===== src/rtl/nvdla_cacc_reg_pkg.sv =====
// Shared definitions for the CACC group control register block: state encoding,
// register offsets, error bit indices and status field placement.
package nvdla_cacc_reg_pkg;

    typedef enum logic [1:0] {
        GRP_IDLE    = 2'd0,
        GRP_RUNNING = 2'd1,
        GRP_PENDING = 2'd2
    } grp_state_e;

    localparam logic [1:0] ST_IDLE    = 2'd0;
    localparam logic [1:0] ST_RUNNING = 2'd1;
    localparam logic [1:0] ST_PENDING = 2'd2;

    localparam logic [11:0] OFS_STATUS    = 12'h000;
    localparam logic [11:0] OFS_POINTER   = 12'h004;
    localparam logic [11:0] OFS_OP_ENABLE = 12'h008;
    localparam logic [11:0] OFS_ERR       = 12'h00C;

    localparam int ERR_LAUNCH = 0;
    localparam int ERR_PROTO  = 1;

    // Even groups fill the low half-word, odd groups the high half-word.
    function automatic int status_pos(input int g);
        return 16 * (g & 1) + 2 * (g >> 1);
    endfunction

endpackage


===== src/rtl/nvdla_cacc_group_fsm.sv =====
// Per-group status tracker: IDLE -> PENDING on launch, -> RUNNING on start, -> IDLE on done.
// All qualifiers are judged against the state held at the start of the cycle.
module nvdla_cacc_group_fsm
    import nvdla_cacc_reg_pkg::*;
(
    input  logic       clk,
    input  logic       rst,
    input  logic       launch,
    input  logic       start,
    input  logic       done,
    output grp_state_e state,
    output logic       launch_err,
    output logic       proto_err
);

    grp_state_e state_q;
    grp_state_e state_d;

    always_ff @(posedge clk) begin
        if (rst) state_q <= GRP_IDLE;
        else     state_q <= state_d;
    end

    always_comb begin
        state_d    = state_q;
        launch_err = 1'b0;
        proto_err  = 1'b0;
        if (launch) begin
            if (state_q == GRP_IDLE) state_d = GRP_PENDING;
            else                     launch_err = 1'b1;
        end
        if (start) begin
            if (state_q == GRP_PENDING) state_d = GRP_RUNNING;
            else                        proto_err = 1'b1;
        end
        if (done) begin
            if (state_q == GRP_RUNNING) state_d = GRP_IDLE;
            else                        proto_err = 1'b1;
        end
    end

    assign state = state_q;

endmodule


===== src/rtl/nvdla_cacc_group_ctrl_reg.sv =====
// CSB-visible control for NUM_GROUPS CACC register groups: pointers, per-group status,
// error flags, combinational read mux and one-cycle done interrupt.
module nvdla_cacc_group_ctrl_reg
    import nvdla_cacc_reg_pkg::*;
#(
    parameter  int          NUM_GROUPS  = 2,
    localparam int          PTR_W       = $clog2(NUM_GROUPS),
    parameter  logic [11:0] BASE_OFFSET = 12'h000
) (
    input  logic                  nvdla_core_clk,
    input  logic                  nvdla_core_rst,
    input  logic [11:0]           reg_offset,
    input  logic [31:0]           reg_wr_data,
    input  logic                  reg_wr_en,
    output logic [31:0]           reg_rd_data,
    output logic [PTR_W-1:0]      producer,
    output logic [PTR_W-1:0]      consumer,
    output logic [NUM_GROUPS-1:0] op_en,
    input  logic                  op_start,
    input  logic                  op_done,
    output logic                  done_irq
);

    localparam logic [11:0] ADDR_STATUS    = BASE_OFFSET + OFS_STATUS;
    localparam logic [11:0] ADDR_POINTER   = BASE_OFFSET + OFS_POINTER;
    localparam logic [11:0] ADDR_OP_ENABLE = BASE_OFFSET + OFS_OP_ENABLE;
    localparam logic [11:0] ADDR_ERR       = BASE_OFFSET + OFS_ERR;

    grp_state_e            grp_state [NUM_GROUPS];
    logic [NUM_GROUPS-1:0] grp_launch_err;
    logic [NUM_GROUPS-1:0] grp_proto_err;
    logic [1:0]            err;
    logic [1:0]            err_set;
    logic [1:0]            err_clr;
    logic                  launch_wr;
    logic                  start_ok;
    logic                  done_ok;
    logic                  unused_wr_bits;

    assign launch_wr = reg_wr_en && (reg_offset == ADDR_OP_ENABLE) && reg_wr_data[0];
    // Done wins a start/done collision; the dropped start is a protocol error.
    assign start_ok  = op_start && !op_done;

    for (genvar g = 0; g < NUM_GROUPS; g++) begin : g_grp
        nvdla_cacc_group_fsm u_fsm (
            .clk        (nvdla_core_clk),
            .rst        (nvdla_core_rst),
            .launch     (launch_wr && (producer == PTR_W'(g))),
            .start      (start_ok && (consumer == PTR_W'(g))),
            .done       (op_done && (consumer == PTR_W'(g))),
            .state      (grp_state[g]),
            .launch_err (grp_launch_err[g]),
            .proto_err  (grp_proto_err[g])
        );
        assign op_en[g] = (grp_state[g] != GRP_IDLE);
    end

    assign done_ok = op_done && (grp_state[consumer] == GRP_RUNNING);

    always_comb begin
        err_set             = '0;
        err_set[ERR_LAUNCH] = |grp_launch_err;
        err_set[ERR_PROTO]  = (|grp_proto_err) || (op_start && op_done);
        err_clr             = (reg_wr_en && reg_offset == ADDR_ERR) ? reg_wr_data[1:0] : 2'b00;
    end

    always_ff @(posedge nvdla_core_clk) begin
        if (nvdla_core_rst) begin
            producer <= '0;
            consumer <= '0;
            err      <= '0;
            done_irq <= 1'b0;
        end else begin
            if (reg_wr_en && reg_offset == ADDR_POINTER)
                producer <= reg_wr_data[PTR_W-1:0];
            if (done_ok)
                consumer <= consumer + PTR_W'(1);
            err      <= (err & ~err_clr) | err_set;
            done_irq <= done_ok;
        end
    end

    always_comb begin
        reg_rd_data = '0;
        case (reg_offset)
            ADDR_STATUS: begin
                for (int g = 0; g < NUM_GROUPS; g++)
                    reg_rd_data[status_pos(g) +: 2] = grp_state[g];
            end
            ADDR_POINTER: begin
                reg_rd_data[PTR_W-1:0]  = producer;
                reg_rd_data[16 +: PTR_W] = consumer;
            end
            ADDR_OP_ENABLE: reg_rd_data[0]   = op_en[producer];
            ADDR_ERR:       reg_rd_data[1:0] = err;
            default:        reg_rd_data      = '0;
        endcase
    end

    assign unused_wr_bits = ^reg_wr_data[31:2];

endmodule


===== config.mk =====
export PLATFORM = sky130hd
export DESIGN_NAME = nvdla_cacc_group_ctrl_reg
export DESIGN_NICKNAME = d
export VERILOG_FILES = /design/src/rtl/nvdla_cacc_reg_pkg.sv /design/src/rtl/nvdla_cacc_group_fsm.sv /design/src/rtl/nvdla_cacc_group_ctrl_reg.sv
export SDC_FILE = /design/constraint.sdc
export NUM_CORES = 1
export LEC_CHECK = 0
export BUFFER_PORTS_ARGS = -buffer_cell sky130_fd_sc_hd__buf_2
export CORE_ASPECT_RATIO = 1.75
export CORE_MARGIN = 2
export CORE_UTILIZATION = 35
export DETAILED_ROUTE_END_ITERATION = 12
export PLACE_DENSITY = 0.78
export SLEW_MARGIN = 0
export SYNTH_ARGS = -nofsm -noshare
export SYNTH_HDL_FRONTEND = slang
export SYNTH_SLANG_ARGS = --single-unit

===== constraint.sdc =====
create_clock -name nvdla_core_clk -period 1.65 [get_ports nvdla_core_clk]
set_input_delay 0.0825 -clock nvdla_core_clk [delete_from_list [all_inputs] [get_ports nvdla_core_clk]]
set_output_delay 0.0825 -clock nvdla_core_clk [all_outputs]
set_load 0.1 [all_outputs]

==> metrics.txt, run 1 <==
# TYPE chip_impl_metric gauge
chip_impl_info{name="status",value="complete, no violations"} 1
chip_impl_metric{name="chipWidth",unit="um"} 40.6
chip_impl_info{name="grt_setup_unrepaired",value="no"} 1
chip_impl_info{name="final_common_cell",value="conb_1"} 1
chip_impl_metric{name="final_routed_drc_violation_total",unit=""} 0
chip_impl_metric{name="whs_path_depth",unit=""} 2
chip_impl_info{name="critical_r2r_capture",value="err[1]$_SDFF_PP0_"} 1
chip_impl_metric{name="post_dp_cell_area",unit="um2"} 991
chip_impl_metric{name="arrival",unit="ns"} 1.48
chip_impl_metric{name="timing.final.crit_share",unit="%"} 94.6
chip_impl_metric{name="synth-seq-area-share",unit="%"} 22.0
chip_impl_metric{name="grt_pass1_vias",unit=""} 755
chip_impl_metric{name="wl_met1",unit="um"} 638
chip_impl_metric{name="grt_max_degree",unit=""} 15
chip_impl_metric{name="timing.reg2reg.worst_path_depth",unit=""} 5
chip_impl_metric{name="number_of_antenna_violations_at_the_first_check_in_global_routing",unit=""} 0
chip_impl_info{name="clockRootBuffer",value="clkbuf_8"} 1
chip_impl_metric{name="post_synthesis_cells",unit=""} 110
chip_impl_metric{name="maxClockFrequency",unit="MHz"} 641
chip_impl_metric{name="post_cts_hold_buffer_count",unit=""} 0
chip_impl_metric{name="fp.dieH",unit="um"} 68.0
chip_impl_metric{name="synthDominantCellAreaShare",unit="%"} 25.7
chip_impl_metric{name="routedWlPerCell",unit="um"} 11.6
chip_impl_metric{name="top_level_ports",unit=""} 86
chip_impl_metric{name="wl",unit="um"} 1900
chip_impl_metric{name="dp.final_hpwl",unit="um"} 1520
chip_impl_info{name="min-delay-start",value="nvdla_core_rst"} 1
chip_impl_metric{name="grt_util_all_layers",unit="%"} 16.6
chip_impl_metric{name="via_count",unit=""} 797
chip_impl_metric{name="final-hold-violation-count",unit=""} 0
chip_impl_metric{name="worst_clock_skew",unit="ns"} 0.00509
chip_impl_metric{name="synthAdderAreaFrac",unit="%"} 0
chip_impl_metric{name="vias_per_cell",unit=""} 4.89
chip_impl_metric{name="fin_crit",unit="ns"} 1.56
chip_impl_metric{name="synth-warning-count",unit=""} 0
chip_impl_metric{name="cts_made_buffers",unit=""} 3
chip_impl_metric{name="port-buffer-count",unit=""} 27
chip_impl_metric{name="drt_initial_violations",unit=""} 22
chip_impl_info{name="crit-reg2reg-launch",value="g_grp[0].u_fsm.state[0]$_SDFF_PP0_"} 1
chip_impl_metric{name="post_synth_and_or_nand_nor_area_fraction",unit="%"} 26.8
chip_impl_metric{name="power.leakage",unit="nW"} 0.475
chip_impl_metric{name="cts_post_setup_buffers_inserted",unit=""} 0
chip_impl_info{name="whs_endpoint",value="consumer$_SDFFE_PP0P_"} 1
chip_impl_metric{name="clk_latency",unit="ns"} 0.24
chip_impl_metric{name="grt_pass1_wl",unit="um"} 3160
chip_impl_metric{name="area_delta_synth_final",unit="%"} 27.2
chip_impl_info{name="setup.worst_path.class",value="reg -> out"} 1
chip_impl_metric{name="post-route-cell-area",unit="um2"} 1040
chip_impl_info{name="tritoncts",value="built"} 1
chip_impl_metric{name="synthXorXnorAreaFrac",unit="%"} 0
chip_impl_metric{name="hold_slack",unit="ns"} 0.146
chip_impl_metric{name="cts.sink_count",unit=""} 9
chip_impl_info{name="crit_path_start_kind",value="register"} 1
chip_impl_metric{name="powerDensity",unit="nW/um2"} 790
chip_impl_info{name="routed.top_layer",value="met4"} 1
chip_impl_metric{name="design.die.area",unit="um2"} 2760
chip_impl_info{name="main_combinational_cell_family_by_area_after_synthesis",value="buffers and inverters"} 1
chip_impl_metric{name="grt_overflow",unit=""} 0
chip_impl_metric{name="clk_transition_reported_paths",unit="ns"} 0.05
chip_impl_metric{name="drt_pre_antenna_iters",unit=""} 5
chip_impl_metric{name="finalMaxSlewViolations",unit=""} 0
chip_impl_metric{name="core-area",unit="um2"} 2240
chip_impl_metric{name="number_of_rows_created_at_floorplan",unit=""} 23
chip_impl_metric{name="yosys.cell_types.count",unit=""} 30
chip_impl_metric{name="max_cap_violations",unit=""} 0
chip_impl_info{name="synth_largest_area_cell",value="buf_4"} 1
chip_impl_metric{name="initial_utilization",unit="%"} 36.5
chip_impl_metric{name="setup_viol",unit=""} 0
chip_impl_metric{name="avgSynthCellArea",unit="um2"} 7.44
chip_impl_metric{name="regToRegSetupSlack",unit="ns"} 0.47
chip_impl_metric{name="post_route_cells_drive_above_1_share",unit="%"} 32.6
chip_impl_metric{name="detail-route-antenna-nets",unit=""} 0
chip_impl_metric{name="antennaDiodeCount",unit=""} 0
chip_impl_info{name="setup.worst_path.end_class",value="output pin"} 1
chip_impl_metric{name="vdd.ir_drop.worst",unit="mV"} 0.474
chip_impl_metric{name="design.final.nets",unit=""} 188
chip_impl_metric{name="syn-cell-area",unit="um2"} 818
chip_impl_info{name="synth_area_leaders",value="buf_4 26%, dfxtp_1 22%, a21oi_1 6.1%, a211oi_1 4.6%, nor2_1 4.6%"} 1
chip_impl_metric{name="met2_length",unit="um"} 1060
chip_impl_metric{name="globalplace.congestion",unit=""} 0.809
chip_impl_metric{name="synth_compound_area_share",unit="%"} 18.5
chip_impl_metric{name="postSynthRegisterBits",unit=""} 9
chip_impl_info{name="hold_path_class",value="in -> reg"} 1
chip_impl_info{name="final_cell_mix",value="28 x conb_1, 23 x buf_2, 10 x nor2_1"} 1
chip_impl_metric{name="worstPathMaxFanout",unit=""} 6
chip_impl_metric{name="routed-wl-met3",unit="um"} 163
chip_impl_metric{name="max_clock_buf_depth",unit=""} 2
chip_impl_metric{name="muxShareOfSynthArea",unit="%"} 2.45
chip_impl_metric{name="worst_ep_required_time",unit="ns"} 1.57
chip_impl_metric{name="total_power",unit="W"} 0.000823
chip_impl_metric{name="htree_num_levels",unit=""} 1
-- worst max-delay path: stages (launching register included) --
cell      delay [ns]
dfxtp_2         0.35
nor3_1          0.31
a21oi_2         0.07
mux2i_1         0.23
a211oi_4        0.11
buf_12          0.18
-- routing by layer --
metal	GRT usage, %	vias to the layer above
li1	-	380
met1	16.2	362
met2	27.2	51
met3	4.87	4
met4	12.9	0
met5	0	-
-- per-stage QoR --
stage               cells  setup TNS (ns)  util (%)  setup WS, ns
floorplan             137          -0.753         -        -0.455
global placement      159               0      44.1         0.193
detailed placement    159               0      44.1         0.145
CTS                   163               0      46.2        0.0623
global route          163               0      46.4        0.0123
finish                163               0      46.4        0.0889
-- report_power, final --
part	internal (W)	total [W]	switching (W)
Clock	0.000169	0.000266	0.0000969
Combinational	0.0000254	0.000337	0.000311
Sequential	0.000219	0.000220	0.00000112
Total	0.000413	0.000823	0.000409
-- sequential cells by signal, indices dropped and copies added, names as in the netlist --
| signal | cells |
|---|---|
| g_grp.u_fsm.state | 4 |
| err | 2 |
| consumer | 1 |
| done_irq | 1 |
| producer | 1 |
-- kinds of logic (layout without fill, tap and decap cells) --
group,count (synthesis),after routing
other,1,28
muxes,2,2
DFF,9,9
AOI/OAI and AO/OA,25,25
buffers and inverters,37,38
and+or+nand+nor,36,36
-- what timing repair did --
item / in CTS / in global routing
resized for setup: 1 / 1
pin swaps: 0 / 0
endpoints found under the setup margin: 1 / 1
-- worst max path at each step --
stage	startpoint	endpoint	cells after the start
floorplan	producer$_SDFFE_PP0P_	reg_rd_data[0]	4
global placement	reg_offset[9]	producer$_SDFFE_PP0P_	5
detailed placement	reg_offset[9]	producer$_SDFFE_PP0P_	5
CTS	g_grp[1].u_fsm.state[1]$_SDFF_PP0_	reg_rd_data[0]	5
global route	g_grp[1].u_fsm.state[1]$_SDFF_PP0_	reg_rd_data[0]	5
finish	producer$_SDFFE_PP0P_	reg_rd_data[0]	5
-- synth_stat cells, drive strengths merged --
library cell / instances
or4b: 1
nor2: 10
a2bb2oi: 1
nand3b: 1
nor2b: 3
and4: 1
o31ai: 3
a211oi: 5
a31oi: 2
dfxtp: 9
inv: 3
conb: 1
clkbuf: 5
nand2: 3
nand3: 2
nor3: 3
o21ai: 4
nor4: 2
nand2b: 3
or2: 1
nor3b: 2
nor4b: 2
a21oi: 10
buf: 29
mux2i: 2
nand4: 1
and3: 1
-- cell type report --
| type | instances | area, um2 |
|---|---|---|
| inverter | 3 | 11.3 |
| timing repair buffer | 31 | 225 |
| multi-input combinational | 91 | 542 |
| tap | 25 | 31.3 |
| sequential | 9 | 186 |
| fill | 236 | 1200 |
| clock buffer | 4 | 45.0 |
(Power assumes the default switching activity.)
==> inputs of run 2 (changes only) <==
--- a/config.mk
+++ b/config.mk
@@ -8,9 +8,10 @@
 export BUFFER_PORTS_ARGS = -buffer_cell sky130_fd_sc_hd__buf_2
 export CORE_ASPECT_RATIO = 1.75
 export CORE_MARGIN = 2
-export CORE_UTILIZATION = 35
+export CORE_UTILIZATION = 36
+export CTS_BUF_LIST = sky130_fd_sc_hd__clkbuf_8
 export DETAILED_ROUTE_END_ITERATION = 12
-export PLACE_DENSITY = 0.78
+export PLACE_DENSITY = 0.82
 export SLEW_MARGIN = 0
 export SYNTH_ARGS = -nofsm -noshare
 export SYNTH_HDL_FRONTEND = slang
==> run 2 against run 1 <==
Register-to-register slack about the same; clock power fell by 2%; critical path type unchanged; hold slack worse by 0.0023 ns; fmax down 1.5%.
==> metrics.txt, run 2 (synthesized netlist as in run 1, its figures left out) <==
# TYPE chip_impl_metric gauge
chip_impl_info{name="status",value="complete, no violations"} 1
chip_impl_metric{name="internal-power",unit="W"} 0.000407
chip_impl_metric{name="post_route_cells_drive_above_1_share",unit="%"} 33.3
chip_impl_metric{name="power_switching",unit="W"} 0.000411
chip_impl_metric{name="initial_utilization",unit="%"} 38.6
chip_impl_metric{name="power.leakage",unit="nW"} 0.477
chip_impl_metric{name="clk_transition_reported_paths",unit="ns"} 0.05
chip_impl_info{name="clockRootBuffer",value="clkbuf_8"} 1
chip_impl_metric{name="worst_clock_skew",unit="ns"} 0.00403
chip_impl_metric{name="cts.sink_count",unit=""} 9
chip_impl_metric{name="largest_register_ff_count",unit=""} 4
chip_impl_metric{name="number_of_antenna_violations_at_the_first_check_in_global_routing",unit=""} 0
chip_impl_info{name="crit_chain",value="nor3_1 -> a21oi_2 -> mux2i_2 -> a211oi_4 -> buf_12"} 1
chip_impl_metric{name="globalplace.congestion",unit=""} 0.781
chip_impl_info{name="routed.top_layer",value="met4"} 1
chip_impl_metric{name="powerDensity",unit="nW/um2"} 785
chip_impl_info{name="crit_path_start_kind",value="register"} 1
chip_impl_metric{name="grt_overflow",unit=""} 0
chip_impl_metric{name="max_cap_violations",unit=""} 0
chip_impl_metric{name="share_clk_of_total_power",unit="%"} 31.9
chip_impl_metric{name="grt_util_all_layers",unit="%"} 16.4
chip_impl_metric{name="total_power",unit="W"} 0.000819
chip_impl_metric{name="final-hold-violation-count",unit=""} 0
chip_impl_metric{name="final_util",unit="%"} 49.2
chip_impl_metric{name="clk_latency",unit="ns"} 0.24
chip_impl_metric{name="pwr-share-seq",unit="%"} 26.8
chip_impl_info{name="final_cell_mix",value="28 x conb_1, 23 x buf_2, 10 x nor2_1"} 1
chip_impl_metric{name="design.die.area",unit="um2"} 2690
chip_impl_metric{name="port-buffer-count",unit=""} 27
chip_impl_metric{name="fin_crit",unit="ns"} 1.59
chip_impl_info{name="critPathSlowestCell",value="dfxtp_2"} 1
chip_impl_info{name="setup.worst_path.end_class",value="output pin"} 1
chip_impl_metric{name="combinational_share_of_power",unit="%"} 41.2
chip_impl_metric{name="critPathMaxStageDelay",unit="ns"} 0.35
chip_impl_metric{name="core-area",unit="um2"} 2120
chip_impl_metric{name="design.final.nets",unit=""} 188
chip_impl_metric{name="met2_length",unit="um"} 1030
chip_impl_metric{name="post_cts_hold_buffer_count",unit=""} 0
chip_impl_metric{name="routedWlPerCell",unit="um"} 11.4
chip_impl_metric{name="cts_made_buffers",unit=""} 3
chip_impl_metric{name="regToRegSetupSlack",unit="ns"} 0.46
chip_impl_metric{name="setup_viol",unit=""} 0
chip_impl_metric{name="worst_ep_required_time",unit="ns"} 1.57
chip_impl_info{name="hold_path_class",value="in -> reg"} 1
chip_impl_metric{name="finish.cell_count_without_fillers",unit=""} 162
chip_impl_metric{name="fin_ws",unit="ns"} 0.0645
chip_impl_metric{name="dp.final_hpwl",unit="um"} 1440
chip_impl_info{name="setup.worst_path.class",value="reg -> out"} 1
chip_impl_metric{name="via_count",unit=""} 787
chip_impl_metric{name="detail-route-antenna-nets",unit=""} 0
chip_impl_metric{name="post-place-ws",unit="ns"} 0.159
chip_impl_metric{name="antennaDiodeCount",unit=""} 0
chip_impl_metric{name="area_delta_synth_final",unit="%"} 27.5
chip_impl_metric{name="final_routed_drc_violation_total",unit=""} 0
chip_impl_metric{name="routed-wl-met3",unit="um"} 167
chip_impl_metric{name="chipWidth",unit="um"} 40.0
chip_impl_metric{name="arrival",unit="ns"} 1.50
chip_impl_metric{name="max_clock_buf_depth",unit=""} 2
chip_impl_metric{name="worstPathMaxFanout",unit=""} 6
chip_impl_info{name="final_common_cell",value="conb_1"} 1
chip_impl_metric{name="finalMaxSlewViolations",unit=""} 0
chip_impl_metric{name="wl",unit="um"} 1840
chip_impl_metric{name="switching_share",unit="%"} 50.2
chip_impl_metric{name="fp.dieH",unit="um"} 67.1
chip_impl_metric{name="vias_per_cell",unit=""} 4.86
chip_impl_metric{name="timing.final.crit_share",unit="%"} 96.1
chip_impl_metric{name="wl_met1",unit="um"} 595
chip_impl_metric{name="fillCellCount",unit=""} 199
chip_impl_metric{name="grt_pass1_vias",unit=""} 746
chip_impl_metric{name="grt_pass1_wl",unit="um"} 2990
chip_impl_metric{name="number_of_rows_created_at_floorplan",unit=""} 22
chip_impl_info{name="tritoncts",value="built"} 1
chip_impl_metric{name="vdd.ir_drop.worst",unit="mV"} 0.478
chip_impl_metric{name="hold_slack",unit="ns"} 0.143
chip_impl_metric{name="maxClockFrequency",unit="MHz"} 631
chip_impl_metric{name="grt_max_degree",unit=""} 15
chip_impl_metric{name="top_level_ports",unit=""} 86
chip_impl_metric{name="htree_num_levels",unit=""} 1
chip_impl_metric{name="drt_pre_antenna_iters",unit=""} 4
chip_impl_metric{name="cell_total_after_placement",unit=""} 158
chip_impl_metric{name="cts_post_setup_buffers_inserted",unit=""} 0
chip_impl_metric{name="drt_initial_violations",unit=""} 10
run 2: path summary, 6_finish.rpt:
check / start / end / depth (start not counted)
max: producer$_SDFFE_PP0P_ / reg_rd_data[0] / 5
min: nvdla_core_rst / consumer$_SDFFE_PP0P_ / 2
max reg2reg: g_grp[0].u_fsm.state[0]$_SDFF_PP0_ / err[1]$_SDFF_PP0_ / 5
min reg2reg: err[0]$_SDFF_PP0_ / err[0]$_SDFF_PP0_ / 2
run 2: what timing repair did:
action | CTS | global route
resized for setup | 1 | 2
endpoints found under the setup margin | 1 | 1
pin swaps | 0 | 2
run 2: layout make-up:
| type | instances | area [um2] | share of cell area, % |
|---|---|---|---|
| tap | 24 | 30.0 | 2.88 |
| clock buffer | 3 | 41.3 | 3.96 |
| clock inverter | 1 | 3.75 | 0.360 |
| timing repair buffer | 31 | 225 | 21.6 |
| inverter | 3 | 11.3 | 1.08 |
| multi-input combinational | 91 | 546 | 52.3 |
| sequential | 9 | 186 | 17.9 |
run 2: metrics by stage:
stage / setup TNS (ns) / cell area [um2]
detailed placement: 0 / 990
global placement: 0 / 990
floorplan: -0.753 / 977
finish: 0 / 1040
CTS: 0 / 1040
global route: -0.000914 / 1040
run 2: power by group through the flow:
stage	combinational [W]	sequential, W	clock (W)
finish	0.000338	0.000220	0.000261
global route	0.000349	0.000220	0.000277
CTS	0.000336	0.000220	0.000265
detailed placement	0.000335	0.000224	0
global placement	0.000333	0.000224	0
floorplan	0.000357	0.000224	0
run 2: per-layer routing:
metal | up-vias | track usage, %
li1 | 384 | -
met1 | 353 | 15.4
met2 | 46 | 28.4
met3 | 4 | 4.67
met4 | 0 | 10.3
met5 | - | 0
run 2: worst max-delay path, delay by kind of cell, from the launching register on:
family / cells / cell delay, ns
AO/OA/AOI/OAI: 2 / 0.18
flip-flops: 1 / 0.35
AND/OR/NAND/NOR: 1 / 0.30
multiplexers: 1 / 0.24
buffers and inverters: 1 / 0.18
==> inputs of run 3 (changes only) <==
--- a/config.mk
+++ b/config.mk
@@ -11,8 +11,9 @@
 export CORE_UTILIZATION = 36
 export CTS_BUF_LIST = sky130_fd_sc_hd__clkbuf_8
 export DETAILED_ROUTE_END_ITERATION = 12
-export PLACE_DENSITY = 0.82
+export PLACE_DENSITY = 0.81
 export SLEW_MARGIN = 0
 export SYNTH_ARGS = -nofsm -noshare
 export SYNTH_HDL_FRONTEND = slang
+export SYNTH_HIERARCHICAL = 1
 export SYNTH_SLANG_ARGS = --single-unit
==> run 3 against run 2 <==
First-iteration DRC count is 70% higher; setup slack improved by 0.028 ns; power fell by 0.61%; non-clock buffer count decreased by 2; combinational power about the same; fmax up 1.8%; clock power fell by 3%; wire length shrank 5.6%; flip-flop and latch count is the same; sequential share of layout area decreased by 0.78 points; hold slack worse by 0.018 ns; largest cell class unchanged.
==> metrics.txt, run 3 <==
# TYPE chip_impl_metric gauge
chip_impl_metric{name="htree_num_levels",unit=""} 1
chip_impl_metric{name="globalplace.congestion",unit=""} 0.824
chip_impl_metric{name="setup_viol",unit=""} 0
chip_impl_info{name="synthFlopType",value="dfxtp_1"} 1
chip_impl_metric{name="clk_transition_reported_paths",unit="ns"} 0.05
chip_impl_metric{name="clk_latency",unit="ns"} 0.24
chip_impl_metric{name="yosys.cell_types.count",unit=""} 31
chip_impl_metric{name="final_util",unit="%"} 48.0
chip_impl_metric{name="post_synthesis_cells",unit=""} 118
chip_impl_metric{name="power.leakage",unit="nW"} 0.494
chip_impl_metric{name="grt_max_degree",unit=""} 12
chip_impl_info{name="synth_largest_area_cell",value="buf_4"} 1
chip_impl_metric{name="antennaDiodeCount",unit=""} 0
chip_impl_metric{name="fin_ws",unit="ns"} 0.0921
chip_impl_info{name="final_cell_mix",value="28 x conb_1, 23 x buf_2, 9 x inv_1, 9 x a21oi_1, 7 x o21ai_0"} 1
chip_impl_metric{name="met2_length",unit="um"} 895
chip_impl_metric{name="totalNegativeSetupSlack",unit="ns"} 0
chip_impl_metric{name="grt_overflow",unit=""} 0
chip_impl_metric{name="area_delta_synth_final",unit="%"} 29.0
chip_impl_info{name="final_common_cell",value="conb_1"} 1
chip_impl_metric{name="routed-wl-met3",unit="um"} 193
chip_impl_metric{name="number_of_rows_created_at_floorplan",unit=""} 23
chip_impl_metric{name="core-area",unit="um2"} 2270
chip_impl_metric{name="vias_per_cell",unit=""} 4.83
chip_impl_info{name="tritoncts",value="built"} 1
chip_impl_metric{name="fin_crit",unit="ns"} 1.56
chip_impl_metric{name="postSynthRegisterBits",unit=""} 9
chip_impl_metric{name="timing.reg2reg.worst_path_depth",unit=""} 8
chip_impl_info{name="min-delay-start",value="nvdla_core_rst"} 1
chip_impl_metric{name="critPathMaxStageDelay",unit="ns"} 0.40
chip_impl_metric{name="via_count",unit=""} 835
chip_impl_info{name="crit-reg2reg-launch",value="consumer$_SDFFE_PP0P_"} 1
chip_impl_metric{name="largest_register_ff_count",unit=""} 4
chip_impl_metric{name="max_clock_buf_depth",unit=""} 2
chip_impl_metric{name="hold_slack",unit="ns"} 0.125
chip_impl_metric{name="drt_pre_antenna_iters",unit=""} 4
chip_impl_metric{name="worstSetupPathDepth",unit=""} 4
chip_impl_metric{name="avgSynthCellArea",unit="um2"} 7.17
chip_impl_metric{name="port-buffer-count",unit=""} 27
chip_impl_info{name="grt_setup_unrepaired",value="no"} 1
chip_impl_info{name="critical_r2r_capture",value="err[1]$_SDFF_PP0_"} 1
chip_impl_info{name="synth_area_leaders",value="buf_4 25%, dfxtp_1 21%, a21oi_1 6.5%, o21ai_0 4.1%, inv_1 3.6%"} 1
chip_impl_metric{name="synth-seq-area-share",unit="%"} 21.3
chip_impl_metric{name="final_routed_drc_violation_total",unit=""} 0
chip_impl_metric{name="finalMaxSlewViolations",unit=""} 0
chip_impl_metric{name="maxClockFrequency",unit="MHz"} 642
chip_impl_metric{name="regToRegSetupSlack",unit="ns"} 0.21
chip_impl_metric{name="syn-cell-area",unit="um2"} 846
chip_impl_metric{name="edff_count_synth",unit=""} 0
chip_impl_metric{name="drt_initial_violations",unit=""} 17
chip_impl_metric{name="cts_made_buffers",unit=""} 3
chip_impl_metric{name="design.die.area",unit="um2"} 2770
chip_impl_metric{name="fp.dieH",unit="um"} 68.1
chip_impl_info{name="worst_path_dominant_cell_family",value="simple AND/OR/NAND/NOR gates"} 1
chip_impl_metric{name="post_dp_cell_area",unit="um2"} 1040
chip_impl_metric{name="routedWlPerCell",unit="um"} 10.0
chip_impl_metric{name="top_level_ports",unit=""} 86
chip_impl_info{name="whs_endpoint",value="consumer$_SDFFE_PP0P_"} 1
chip_impl_metric{name="grt_util_all_layers",unit="%"} 15.1
chip_impl_metric{name="wl_met1",unit="um"} 642
chip_impl_metric{name="dp.final_hpwl",unit="um"} 1420
chip_impl_metric{name="synth-warning-count",unit=""} 6
chip_impl_metric{name="timing.final.crit_share",unit="%"} 94.4
chip_impl_metric{name="wl",unit="um"} 1740
chip_impl_info{name="clockRootBuffer",value="clkbuf_8"} 1
chip_impl_metric{name="post-route-cell-area",unit="um2"} 1090
chip_impl_metric{name="post_route_cells_drive_above_1_share",unit="%"} 33.8
chip_impl_metric{name="worst_ep_required_time",unit="ns"} 1.57
chip_impl_metric{name="postSynth.asyncResetShare",unit="%"} 0
chip_impl_info{name="status",value="complete, no violations"} 1
chip_impl_metric{name="post-place-ws",unit="ns"} 0.145
chip_impl_info{name="crit_path_start_kind",value="register"} 1
chip_impl_metric{name="grt_pass1_vias",unit=""} 718
chip_impl_info{name="routed.top_layer",value="met4"} 1
chip_impl_info{name="hold_path_class",value="in -> reg"} 1
chip_impl_metric{name="detail-route-antenna-nets",unit=""} 0
chip_impl_metric{name="fillCellCount",unit=""} 237
chip_impl_info{name="critPathSlowestCell",value="or3_1"} 1
chip_impl_metric{name="vdd.ir_drop.worst",unit="mV"} 0.583
chip_impl_metric{name="worstPathMaxFanout",unit=""} 10
chip_impl_metric{name="cp.buffers_inverters",unit=""} 2
chip_impl_info{name="setup.worst_path.class",value="reg -> out"} 1
chip_impl_metric{name="design.final.nets",unit=""} 198
chip_impl_metric{name="cts_post_setup_buffers_inserted",unit=""} 0
chip_impl_metric{name="whs_path_depth",unit=""} 2
chip_impl_metric{name="final-hold-violation-count",unit=""} 0
chip_impl_metric{name="cts.sink_count",unit=""} 9
chip_impl_metric{name="worst_clock_skew",unit="ns"} 0.00651
chip_impl_metric{name="synthDominantCellAreaShare",unit="%"} 24.9
chip_impl_metric{name="initial_utilization",unit="%"} 37.2
chip_impl_metric{name="powerDensity",unit="nW/um2"} 746
chip_impl_metric{name="max_cap_violations",unit=""} 0
chip_impl_info{name="setup.worst_path.end_class",value="output pin"} 1
chip_impl_metric{name="number_of_antenna_violations_at_the_first_check_in_global_routing",unit=""} 0
chip_impl_metric{name="chipWidth",unit="um"} 40.6
chip_impl_info{name="synth_most_common_cell",value="buf_4"} 1
chip_impl_metric{name="arrival",unit="ns"} 1.48
chip_impl_metric{name="grt_pass1_wl",unit="um"} 2850
chip_impl_info{name="synth_top_cells_by_count",value="28 x buf_4, 11 x a21oi_1, 9 x dfxtp_1"} 1
chip_impl_info{name="crit_chain",value="inv_1 -> or3_1 -> a21oi_2 -> buf_12"} 1
[run 3: power by group]
| group | total, W | switching (W) | internal, W |
|---|---|---|---|
| sequential | 0.000219 | 0.000000899 | 0.000218 |
| combinational | 0.000341 | 0.000314 | 0.0000275 |
| clock | 0.000253 | 0.0000911 | 0.000162 |
[run 3: how the worst max path moves through the flow]
| stage | slack [ns] | start | to |
|---|---|---|---|
| 6_report | 0.09 | g_grp[0].u_fsm/state[1]$_SDFF_PP0_ | reg_rd_data[1] |
| 5_1_grt | 0.02 | g_grp[0].u_fsm/state[1]$_SDFF_PP0_ | reg_rd_data[1] |
| 4_1_cts | 0.003 | g_grp[0].u_fsm/state[1]$_SDFF_PP0_ | reg_rd_data[1] |
| 3_5_place_dp | 0.14 | consumer$_SDFFE_PP0P_ | err[1]$_SDFF_PP0_ |
| 3_3_place_gp | 0.15 | consumer$_SDFFE_PP0P_ | err[1]$_SDFF_PP0_ |
| 2_1_floorplan | -0.20 | reg_offset[1] | reg_rd_data[17] |
[run 3: final cells by class]
type	count	area, um2	share of cell area [%]
clock buffer	3	41.3	3.78
clock inverter	1	3.75	0.344
inverter	10	37.5	3.44
multi-input combinational	96	581	53.2
sequential	9	186	17.1
tap	25	31.3	2.87
timing repair buffer	29	210	19.3
[run 3: metrics by stage]
step / std cells / total power (W)
floorplan: 145 / 0.000578
finish: 173 / 0.000814
global placement: 169 / 0.000560
global route: 173 / 0.000849
CTS: 173 / 0.000823
detailed placement: 169 / 0.000562
[run 3: kinds of logic (layout without fill, tap and decap cells)]
| logic type | count (synthesis) | in the layout | synth area share [%] |
|---|---|---|---|
| mux | 1 | 1 | 1.18 |
| flops | 9 | 9 | 21.3 |
| other cells | 1 | 28 | 0.443 |
| simple gates | 43 | 43 | 31.4 |
| compound gates | 24 | 24 | 15.5 |
| buf+inv | 40 | 43 | 30.2 |
[run 3: repair_timing]
action / in CTS / in global routing
setup endpoints to repair: 0 / 2
hold endpoints to repair: 0 / 0
hold buffers: 0 / 0
resized for setup: 0 / 2
[run 3: routing by layer]
layer	vias up	global-route usage, %
met5	-	0
met4	0	7.50
met3	2	4.55
met2	54	24.6
li1	410	-
met1	369	17.0
